$ cat src/rtl/brkpt_csl_regs_if.sv
// Console bus between the console (master) and the breakpoint register block
// (slave). One-clock read/write strobes, acknowledged one clock later.
interface brkpt_csl_regs_if;
    logic        busWR;
    logic        busRD;
    logic [3:0]  busADDR;
    logic [0:35] busDATAI;
    logic [0:35] busDATAO;
    logic        busACK;

    modport master (
        output busWR, busRD, busADDR, busDATAI,
        input  busDATAO, busACK
    );

    modport slave (
        input  busWR, busRD, busADDR, busDATAI,
        output busDATAO, busACK
    );
endinterface

$ cat src/rtl/brkpt_csl_regs.sv
// Breakpoint console register block: holds the address/mask register sets fed
// to the breakpoint comparator and turns comparator match pulses into a halt
// request. Arm/disarm, skip count, saturating hit counter and capture of the
// halting address are handled here. A console write in the same cycle as a
// match takes effect first; the match then sees the post-write state.
module brkpt_csl_regs #(
    parameter int NUMBR = 4,
    parameter int SKIPW = 16,
    parameter int HITW  = 32
) (
    input  logic                   clk,
    input  logic                   rst,
    brkpt_csl_regs_if.slave        bus,
    input  logic                   brMATCH,
    input  logic [0:35]            cpuADDR,
    output logic [0:NUMBR-1][0:35] regBRAR,
    output logic [0:NUMBR-1][0:35] regBRMR,
    output logic                   cpuHALT,
    output logic                   brIRQ
);

    typedef enum logic [1:0] {
        DISARMED = 2'd0,
        ARMED    = 2'd1,
        HALTED   = 2'd2
    } state_t;

    localparam logic [HITW-1:0] HIT_MAX = '1;

    state_t           state;
    state_t           wr_state;
    logic [SKIPW-1:0] skip;
    logic [SKIPW-1:0] skip_rem;
    logic [SKIPW-1:0] wr_skip;
    logic [SKIPW-1:0] wr_rem;
    logic [HITW-1:0]  hit;
    logic [HITW-1:0]  wr_hit;
    logic             sat;
    logic             wr_sat;
    logic [0:35]      cap;
    logic [0:35]      rd_val;

    // Post-write view of the control state, which the match logic then acts on
    always_comb begin
        wr_state = state;
        wr_skip  = skip;
        wr_rem   = skip_rem;
        wr_hit   = hit;
        wr_sat   = sat;
        if (bus.busWR) begin
            case (bus.busADDR)
                4'd8: begin
                    if (!bus.busDATAI[35]) begin
                        wr_state = DISARMED;
                    end else if (state == DISARMED ||
                                 (state == HALTED && bus.busDATAI[34])) begin
                        wr_state = ARMED;
                        wr_rem   = skip;
                    end
                end
                4'd9: begin
                    wr_skip = SKIPW'(bus.busDATAI[20:35]);
                    if (state == ARMED) begin
                        wr_rem = wr_skip;
                    end
                end
                4'd11: begin
                    wr_hit = '0;
                    wr_sat = 1'b0;
                end
                default: ;
            endcase
        end
    end

    // Read data mux; unmapped and reserved bits read as zero
    always_comb begin
        rd_val = '0;
        case (bus.busADDR)
            4'd0, 4'd1, 4'd2, 4'd3: rd_val = regBRAR[bus.busADDR[1:0]];
            4'd4, 4'd5, 4'd6, 4'd7: rd_val = regBRMR[bus.busADDR[1:0]];
            4'd8:  rd_val = {16'(skip_rem), 17'b0, sat, state == HALTED, state != DISARMED};
            4'd9:  rd_val = {{(36-SKIPW){1'b0}}, skip};
            4'd10: rd_val = cap;
            4'd11: rd_val = {{(36-HITW){1'b0}}, hit};
            default: rd_val = '0;
        endcase
    end

    // Bus handshake, register writes and the arm/halt state machine
    always_ff @(posedge clk) begin
        if (!rst) begin
            state        <= DISARMED;
            skip         <= '0;
            skip_rem     <= '0;
            hit          <= '0;
            sat          <= 1'b0;
            cap          <= '0;
            regBRAR      <= '0;
            regBRMR      <= '0;
            cpuHALT      <= 1'b0;
            bus.busACK   <= 1'b0;
            bus.busDATAO <= '0;
        end else begin
            bus.busACK   <= bus.busRD | bus.busWR;
            bus.busDATAO <= (bus.busRD && !bus.busWR) ? rd_val : '0;
            cpuHALT      <= 1'b0;

            if (bus.busWR && !bus.busADDR[3]) begin
                if (bus.busADDR[2]) begin
                    regBRMR[bus.busADDR[1:0]] <= bus.busDATAI;
                end else begin
                    regBRAR[bus.busADDR[1:0]] <= bus.busDATAI;
                end
            end

            state    <= wr_state;
            skip     <= wr_skip;
            skip_rem <= wr_rem;
            hit      <= wr_hit;
            sat      <= wr_sat;

            if (brMATCH && wr_state != DISARMED) begin
                if (wr_hit != HIT_MAX) begin
                    hit <= wr_hit + 1'b1;
                end
                if (wr_hit >= HIT_MAX - 1'b1) begin
                    sat <= 1'b1;
                end
                if (wr_state == ARMED) begin
                    if (wr_rem == '0) begin
                        cap     <= cpuADDR;
                        cpuHALT <= 1'b1;
                        state   <= HALTED;
                    end else begin
                        skip_rem <= wr_rem - 1'b1;
                    end
                end
            end
        end
    end

    assign brIRQ = (state == HALTED);

endmodule

$ cat src/flat_wrapper.sv
// flat-port wrapper written by rule: the top's interface ports become plain ports
module brkpt_csl_regs_flat 
#(
    parameter int NUMBR = 4,
    parameter int SKIPW = 16,
    parameter int HITW  = 32
)
  (clk, rst, brMATCH, cpuADDR, regBRAR, regBRMR, cpuHALT, brIRQ, bus_busWR, bus_busRD, bus_busADDR, bus_busDATAI, bus_busDATAO, bus_busACK);
  brkpt_csl_regs_if bus_i ();
  input  logic clk;
  input  logic rst;
  input  logic brMATCH;
  input  logic [0:35] cpuADDR;
  output logic [0:NUMBR-1][0:35] regBRAR;
  output logic [0:NUMBR-1][0:35] regBRMR;
  output logic cpuHALT;
  output logic brIRQ;
  input wire logic [$bits(bus_i.busWR)-1:0] bus_busWR;
  input wire logic [$bits(bus_i.busRD)-1:0] bus_busRD;
  input wire logic [$bits(bus_i.busADDR)-1:0] bus_busADDR;
  input wire logic [$bits(bus_i.busDATAI)-1:0] bus_busDATAI;
  output wire logic [$bits(bus_i.busDATAO)-1:0] bus_busDATAO;
  output wire logic [$bits(bus_i.busACK)-1:0] bus_busACK;
  assign bus_i.busWR = bus_busWR;
  assign bus_i.busRD = bus_busRD;
  assign bus_i.busADDR = bus_busADDR;
  assign bus_i.busDATAI = bus_busDATAI;
  assign bus_busDATAO = bus_i.busDATAO;
  assign bus_busACK = bus_i.busACK;
  brkpt_csl_regs #(.NUMBR(NUMBR), .SKIPW(SKIPW), .HITW(HITW)) u_core (.clk(clk), .rst(rst), .bus(bus_i), .brMATCH(brMATCH), .cpuADDR(cpuADDR), .regBRAR(regBRAR), .regBRMR(regBRMR), .cpuHALT(cpuHALT), .brIRQ(brIRQ));
endmodule
$ cat config.mk
export PLATFORM = sky130hd
export DESIGN_NAME = brkpt_csl_regs_flat
export DESIGN_NICKNAME = d
export VERILOG_FILES = /design/src/rtl/brkpt_csl_regs_if.sv /design/src/rtl/brkpt_csl_regs.sv /design/src/flat_wrapper.sv
export SDC_FILE = /design/constraint.sdc
export NUM_CORES = 1
export LEC_CHECK = 0
export CAP_MARGIN = 20
export CORE_ASPECT_RATIO = 0.6
export CORE_UTILIZATION = 31
export CTS_BUF_LIST = sky130_fd_sc_hd__clkbuf_16
export DETAILED_ROUTE_END_ITERATION = 8
export SYNTH_ARGS = -nofsm -noshare
export SYNTH_HDL_FRONTEND = slang
export SYNTH_SLANG_ARGS = --single-unit
$ cat constraint.sdc
create_clock -name clk -period 9 [get_ports clk]
set_input_delay 1.8 -clock clk [delete_from_list [all_inputs] [get_ports clk]]
set_output_delay 1.8 -clock clk [all_outputs]
set_load 0.05 [all_outputs]
==> reports/metrics.yaml, run 1 <==
outcome:
  outcome: "finished, violations left"
  violations: "design-rule violations"
detailed_routing:
  wl_um: 81500
  vias_per_cell: 5.45
  drt_iter0_drc: 2238
  ant_nets: 0
  drc: 3
  wl_per_cell_um: 24.4
  first_pass_iters: 9
  via_count: 18200
finish:
  register_area_um2: 8590
  n_antenna_cell: 0
  multi_input_area_um2: 9470
  stdcell_count: 3342
  areaGrowthSynthToFinish_pct: 31.0
  fillCellCount: 5877
  nets: 2614
  drive_above_1_share: 0.0879
floorplan:
  ios: 408
  start_util: 0.316
  core_area_um2: 59600
  dieArea_um2: 61700
  rows: 69
  die_x_um: 320
  fp.dieH_um: 193
timing:
  setup_violations: 0
  drv_slew: 0
  skew_ns: 0.0196
  finalCritPeriodShare: 0.635
  max_freq_ghz: 0.175
  min_period_ns: 5.72
  slew_headroom: 0.225
  setup_tns_ns: 0
  hold_viol_final: 0
  hold_ws_ns: 0.466
  worstMarginPinSlew_ns: 1.16
  rsz0062_at_grt: "no"
logic_synthesis:
  synth_top_area_cell: "dfxtp_1"
  synth-seq-area-share: 0.457
  synthTopCellsByArea: "dfxtp_1 46%, nand2_1 15%, a21oi_1 9.2%, mux4_2 8.6%, mux2i_1 3.9%"
  ys_async_sr_fraction: 0
  synth.top_cell.area_share: 0.457
  ys_ff_latch: 429
  synth_edf_count: 0
  synthTopCellsByCount: "735 x nand2_1, 429 x dfxtp_1, 346 x a21oi_1, 150 x clkbuf_1, 98 x nor2_1"
  synth_most_common_cell: "nand2_1"
  synthFlopType: "dfxtp_1"
  mappedNetlistArea_um2: 18800
  synthCells: 2241
  syn-num-nets: 2326
  yosysWarningCount: 0
  synth_cell_type_count: 74
  synth_area_per_cell_um2: 8.39
setup_path:
  worstPathArrival_ns: 6.18
  critPathKind: "in -> reg"
  cp-start-kind: "primary input"
  crit_fanout: 52
  worstRegToRegCells: 10
  end_kind: "flop"
  cp.required_ns: 9.46
global_routing:
  grt_max_degree: 143
  gr-total-overflow: 0
  grt_pass1_vias: 17100
  antenna_found_initial: 0
  grt_pass1_wl_um: 117000
  track_usage: 0.255
cts:
  cts_buffers: 44
  cts-htree-levels: 2
  path_clk_slew_ns: 0.06
  clock_latency_ns: 0.56
  cts_resized: 0
  hold_buffers: 0
  cts.sinks: 429
  cts_tree: "yes"
  cts_root_buf: "clkbuf_16"
  clk_path_buf_depth: 3
  postCtsSetupRepairBufs: 0
place:
  dpl.cell_count: 3264
  io_buffers: 407
  routabilityCongestion: 0.945
  dp_hpwl_um: 56300
power:
  power_mw: 4.03
  power_density_nw_per_um2: 163
  irDropWorstVdd_uv: 132
  cellLeakagePower_nw: 7.99
run:
  drv_cap: 0
worst_hold_path:
  hold_depth: 2
  hp-class: "reg -> reg"
[state kept, by name, indices dropped and copies added (netlist names)]
signal,count
u_core.regBRMR,144
u_core.hit,32
u_core.skip,16
u_core.bus.busDATAO,36
u_core.bus.busACK,1
u_core.state,2
u_core.sat,1
u_core.skip_rem,16
u_core.cpuHALT,1
u_core.cap,36
u_core.regBRAR,144
[worst max-delay path, cell delays in order]
cell and delay (ns):
buf_4 0.37, buf_4 0.80, nor2_2 0.20, and3_1 0.35, a221oi_1 0.70, ha_1 0.32, nand3_1 0.33, nor2_1 0.22
and3_2 0.19, buf_4 0.53, mux2i_1 0.29
[report_power, final]
group | leakage (nW) | total, mW | switching [mW] | internal, mW
Sequential | 3.46 | 1.94 | 0.0190 | 1.92
Combinational | 3.85 | 0.349 | 0.240 | 0.109
Clock | 0.671 | 1.74 | 0.804 | 0.935
[metrics by stage]
stage               setup WS (ns)  utilization  area, um2
floorplan                    4.31            -      18800
global placement             2.96        0.392      23300
detailed placement           2.79        0.392      23300
CTS                          3.33        0.414      24600
global route                 2.94        0.414      24600
finish                       3.28        0.414      24600
[cell type report]
cell class / instances / share of cell area
clock buffer: 45 / 0.0457
clock inverter: 33 / 0.00741
inverter: 8 / 0.00152
multi-input combinational: 1612 / 0.384
sequential: 429 / 0.349
tap: 781 / 0.0397
timing repair buffer: 434 / 0.173
[cells by family (layout without fill, tap and decap cells)]
group	Yosys count	after routing	share of synthesized area
DFF	429	429	0.457
xor gates and xnor gates	32	32	0.0149
muxes	147	147	0.126
and+or+nand+nor	983	983	0.218
adders and majority gates	4	4	0.00266
AOI/OAI and AO/OA	446	446	0.137
buffers and inverters	200	520	0.0447
[path summary, 6_finish.rpt]
kind / end / start / slack, ns
max: u_core.cap[26] / bus_busADDR[1] / 3.28
min: u_core.cap[30] / u_core.cap[30] / 0.47
max reg2reg: u_core.cap[26] / u_core.state[1] / 5.11
min reg2reg: u_core.cap[30] / u_core.cap[30] / 0.47
[placed cells by master (no fill, tap or decap), drive strengths merged, types with 5 or more instances in the layout]
cell type      count
nand3             16
mux4              72
or3                6
clkdlybuf4s50    402
o21ai             14
a21oi            346
clkbuf            45
nand2b             7
a22oi             13
nor4               6
nand4             12
o21a               6
clkinv            20
mux2i             73
a222oi            25
dfxtp            429
and4               5
xnor2             19
nor3b              5
nor2              99
and2               9
xor2              13
nand2            735
or2               28
nor3              18
a221oi            12
and3              17
buf               32
o22ai              5
inv               17
nor2b              7
[routing by layer]
metal,vias up,track usage,wire [um]
li1,8234,-,-
met1,8894,0.355,36000
met2,964,0.391,35500
met3,113,0.0653,8200
met4,0,0.0646,1870
met5,-,0,0
(Power assumes the default switching activity.)
==> inputs of run 2 (changes only) <==
==> constraint.sdc (replaced) <==
create_clock -name clk -period 5.09 [get_ports clk]
set_input_delay 1.018 -clock clk [delete_from_list [all_inputs] [get_ports clk]]
set_output_delay 1.018 -clock clk [all_outputs]
set_load 0.05 [all_outputs]
==> run 2 against run 1 <==
Compared with the run above:
- via count grew 1.1%
- the run now ends clean
- largest power group unchanged
- clock power grew 93%
- non-clock buffer count grew 27
- combinational power grew 81%
- sequential share of layout area shrank 0.57 points
- die area is the same
- cell count grew 0.93%
- sequential cell count is the same
- highest routed layer unchanged
- final area grew 1.7%
==> reports/metrics.yaml, run 2 (synthesis gave the netlist of run 1 again) <==
timing:
  setup_violations: 0  # unchanged
  setup_tns_ns: 0  # unchanged
  skew_ns: 0.0320  # was 0.0196 ns
  drv_slew: 0  # unchanged
  slew_headroom: 0.233  # was 0.225
  finalCritPeriodShare: 0.790
  rsz0062_at_grt: "no"  # unchanged
  max_freq_ghz: 0.249
  worstMarginPinSlew_ns: 1.15  # was 1.16 ns
  min_period_ns: 4.02
  hold_viol_final: 0  # unchanged
  layout_setup_ws_ns: 1.07  # was 3.28 ns
setup_path:
  cp_top_family: "simple AND/OR/NAND/NOR gates"  # was buffers and inverters
  cp-start-kind: "primary input"  # unchanged
  cpPeakStageDelay_ns: 0.68  # was 0.80 ns
  end_kind: "flop"  # unchanged
  cp.required_ns: 5.59  # was 9.46 ns
  critPathKind: "in -> reg"  # unchanged
  critPathSlowestCell: "clkdlybuf4s50_1"  # was buf_4
  worstPathArrival_ns: 4.53  # was 6.18 ns
  crit_fanout: 38  # was 52
  critical_path_buf_inv_count: 3  # unchanged
  crit_chain: "clkdlybuf4s50_1, nand2b_1, and2_4, and3_1, a221oi_1, buf_4, ha_1, nand3_1, nor2_1, and3_2, buf_12, mux2i_1"  # was buf_4, buf_4, nor2_2, and3_1, a221oi_1, ha_1, nand3_1, nor2_1, and3_2, buf_4, mux2i_1
place:
  dp_hpwl_um: 57100  # was 56300 um
  preCtsSetupSlack_ns: 0.576  # was 2.79 ns
  routabilityCongestion: 0.952  # was 0.945
  io_buffers: 407  # unchanged
cts:
  cts_root_buf: "clkbuf_16"  # unchanged
  cts_resized: 0  # unchanged
  clock_latency_ns: 0.58  # was 0.56 ns
  cts_buffers: 45  # was 44
  cts.sinks: 429  # unchanged
  cts_tree: "yes"  # unchanged
  postCtsSetupRepairBufs: 0  # unchanged
  cts-htree-levels: 2  # unchanged
  path_clk_slew_ns: 0.07  # was 0.06 ns
  clk_path_buf_depth: 3  # unchanged
  hold_buffers: 0  # unchanged
detailed_routing:
  ant_nets: 0  # unchanged
  drt_iter0_drc: 2188  # was 2238
  wl_per_cell_um: 24.5  # was 24.4 um
  drc: 0  # was 3
  via_count: 18400  # was 18200
  first_pass_iters: 6  # was 9
  vias_per_cell: 5.46  # was 5.45
  wl_um: 82500  # was 81500 um
floorplan:
  core_area_um2: 59600  # unchanged
  dieArea_um2: 61700  # unchanged
  die_x_um: 320  # unchanged
  fp.dieH_um: 193  # unchanged
  ios: 408  # unchanged
  rows: 69  # unchanged
  start_util: 0.316  # unchanged
finish:
  areaGrowthSynthToFinish_pct: 33.2  # was 31.0%
  final_cell_mix: "727 x nand2_1, 429 x dfxtp_1, 402 x clkdlybuf4s50_1, 346 x a21oi_1, 88 x nor2_1"  # unchanged
  nets: 2642  # was 2614
  register_area_um2: 8590  # unchanged
  fillCellCount: 5839  # was 5877
  reg_top3: "u_core.regBRAR x144, u_core.regBRMR x144"  # unchanged
  drive_above_1_share: 0.0999  # was 0.0879
  n_antenna_cell: 0  # unchanged
  layout_commonest_cell: "nand2_1"  # unchanged
  multi_input_area_um2: 9460  # was 9470 um2
global_routing:
  gr-total-overflow: 0  # unchanged
  grt_max_degree: 135  # was 143
  grt_pass1_wl_um: 119000  # was 117000 um
  antenna_found_initial: 0  # unchanged
  grt_pass1_vias: 17300  # was 17100
  track_usage: 0.261  # was 0.255
run:
  drv_cap: 0  # unchanged
worst_hold_path:
  hp-class: "reg -> reg"  # unchanged
power:
  power_density_nw_per_um2: 296  # was 163 nW/um2
  cellLeakagePower_nw: 8.21  # was 7.99 nW
  irDropWorstVdd_uv: 193  # was 132 uV
outcome:
  outcome: "finished clean"  # was finished, violations left
run 2: worst paths after layout:
path	startpoint	endpoint	cells past startpoint	slack (ns)
hold / removal	u_core.cap[6]	u_core.cap[6]	2	0.46
hold reg to reg	u_core.cap[6]	u_core.cap[6]	2	0.46
setup reg to reg	u_core.state[0]	u_core.skip_rem[14]	10	1.67
setup / recovery	bus_busDATAI[1]	u_core.cap[26]	12	1.07
run 2: through the flow:
step | util | hold WS (ns) | std cells | area, um2 | power [mW]
global route | 0.420 | 0.484 | 3373 | 25000 | 7.64
detailed placement | 0.395 | 0.451 | 3289 | 23600 | 4.12
floorplan | - | 0.434 | 2241 | 18800 | 3.86
CTS | 0.420 | 0.463 | 3371 | 25000 | 7.46
finish | 0.420 | 0.462 | 3373 | 25000 | 7.41
global placement | 0.395 | 0.447 | 3289 | 23600 | 4.12
run 2: final cells by class:
type / instances / area share
clock buffer: 47 / 0.0470
clock inverter: 35 / 0.0111
inverter: 8 / 0.00150
multi-input combinational: 1612 / 0.378
sequential: 429 / 0.343
tap: 781 / 0.0390
timing repair buffer: 461 / 0.181
run 2: power breakdown:
| part | total (mW) | switching (mW) | internal [mW] |
|---|---|---|---|
| sequential | 3.43 | 0.0344 | 3.39 |
| clock | 3.35 | 1.47 | 1.88 |
| combinational | 0.630 | 0.427 | 0.203 |
| total | 7.41 | 1.93 | 5.47 |
run 2: routing by layer:
metal / vias to the layer above / track usage / share of wire
met1: 8993 / 0.362 / 0.43
met2: 1009 / 0.404 / 0.44
met5: - / 0 / 0
met4: 0 / 0.0672 / 0.021
met3: 111 / 0.0629 / 0.10
li1: 8294 / - / -
run 2: worst reg2reg max path, stage by stage (launching register included):
cell and delay (ns):
dfxtp_1 0.53, nand2b_2 0.20, nor2_1 0.66, and3_1 0.30, a221oi_1 0.06, buf_4 0.19, ha_1 0.23, nand3_1 0.33
o311ai_1 0.21, or4_1 0.44, and3_1 0.17
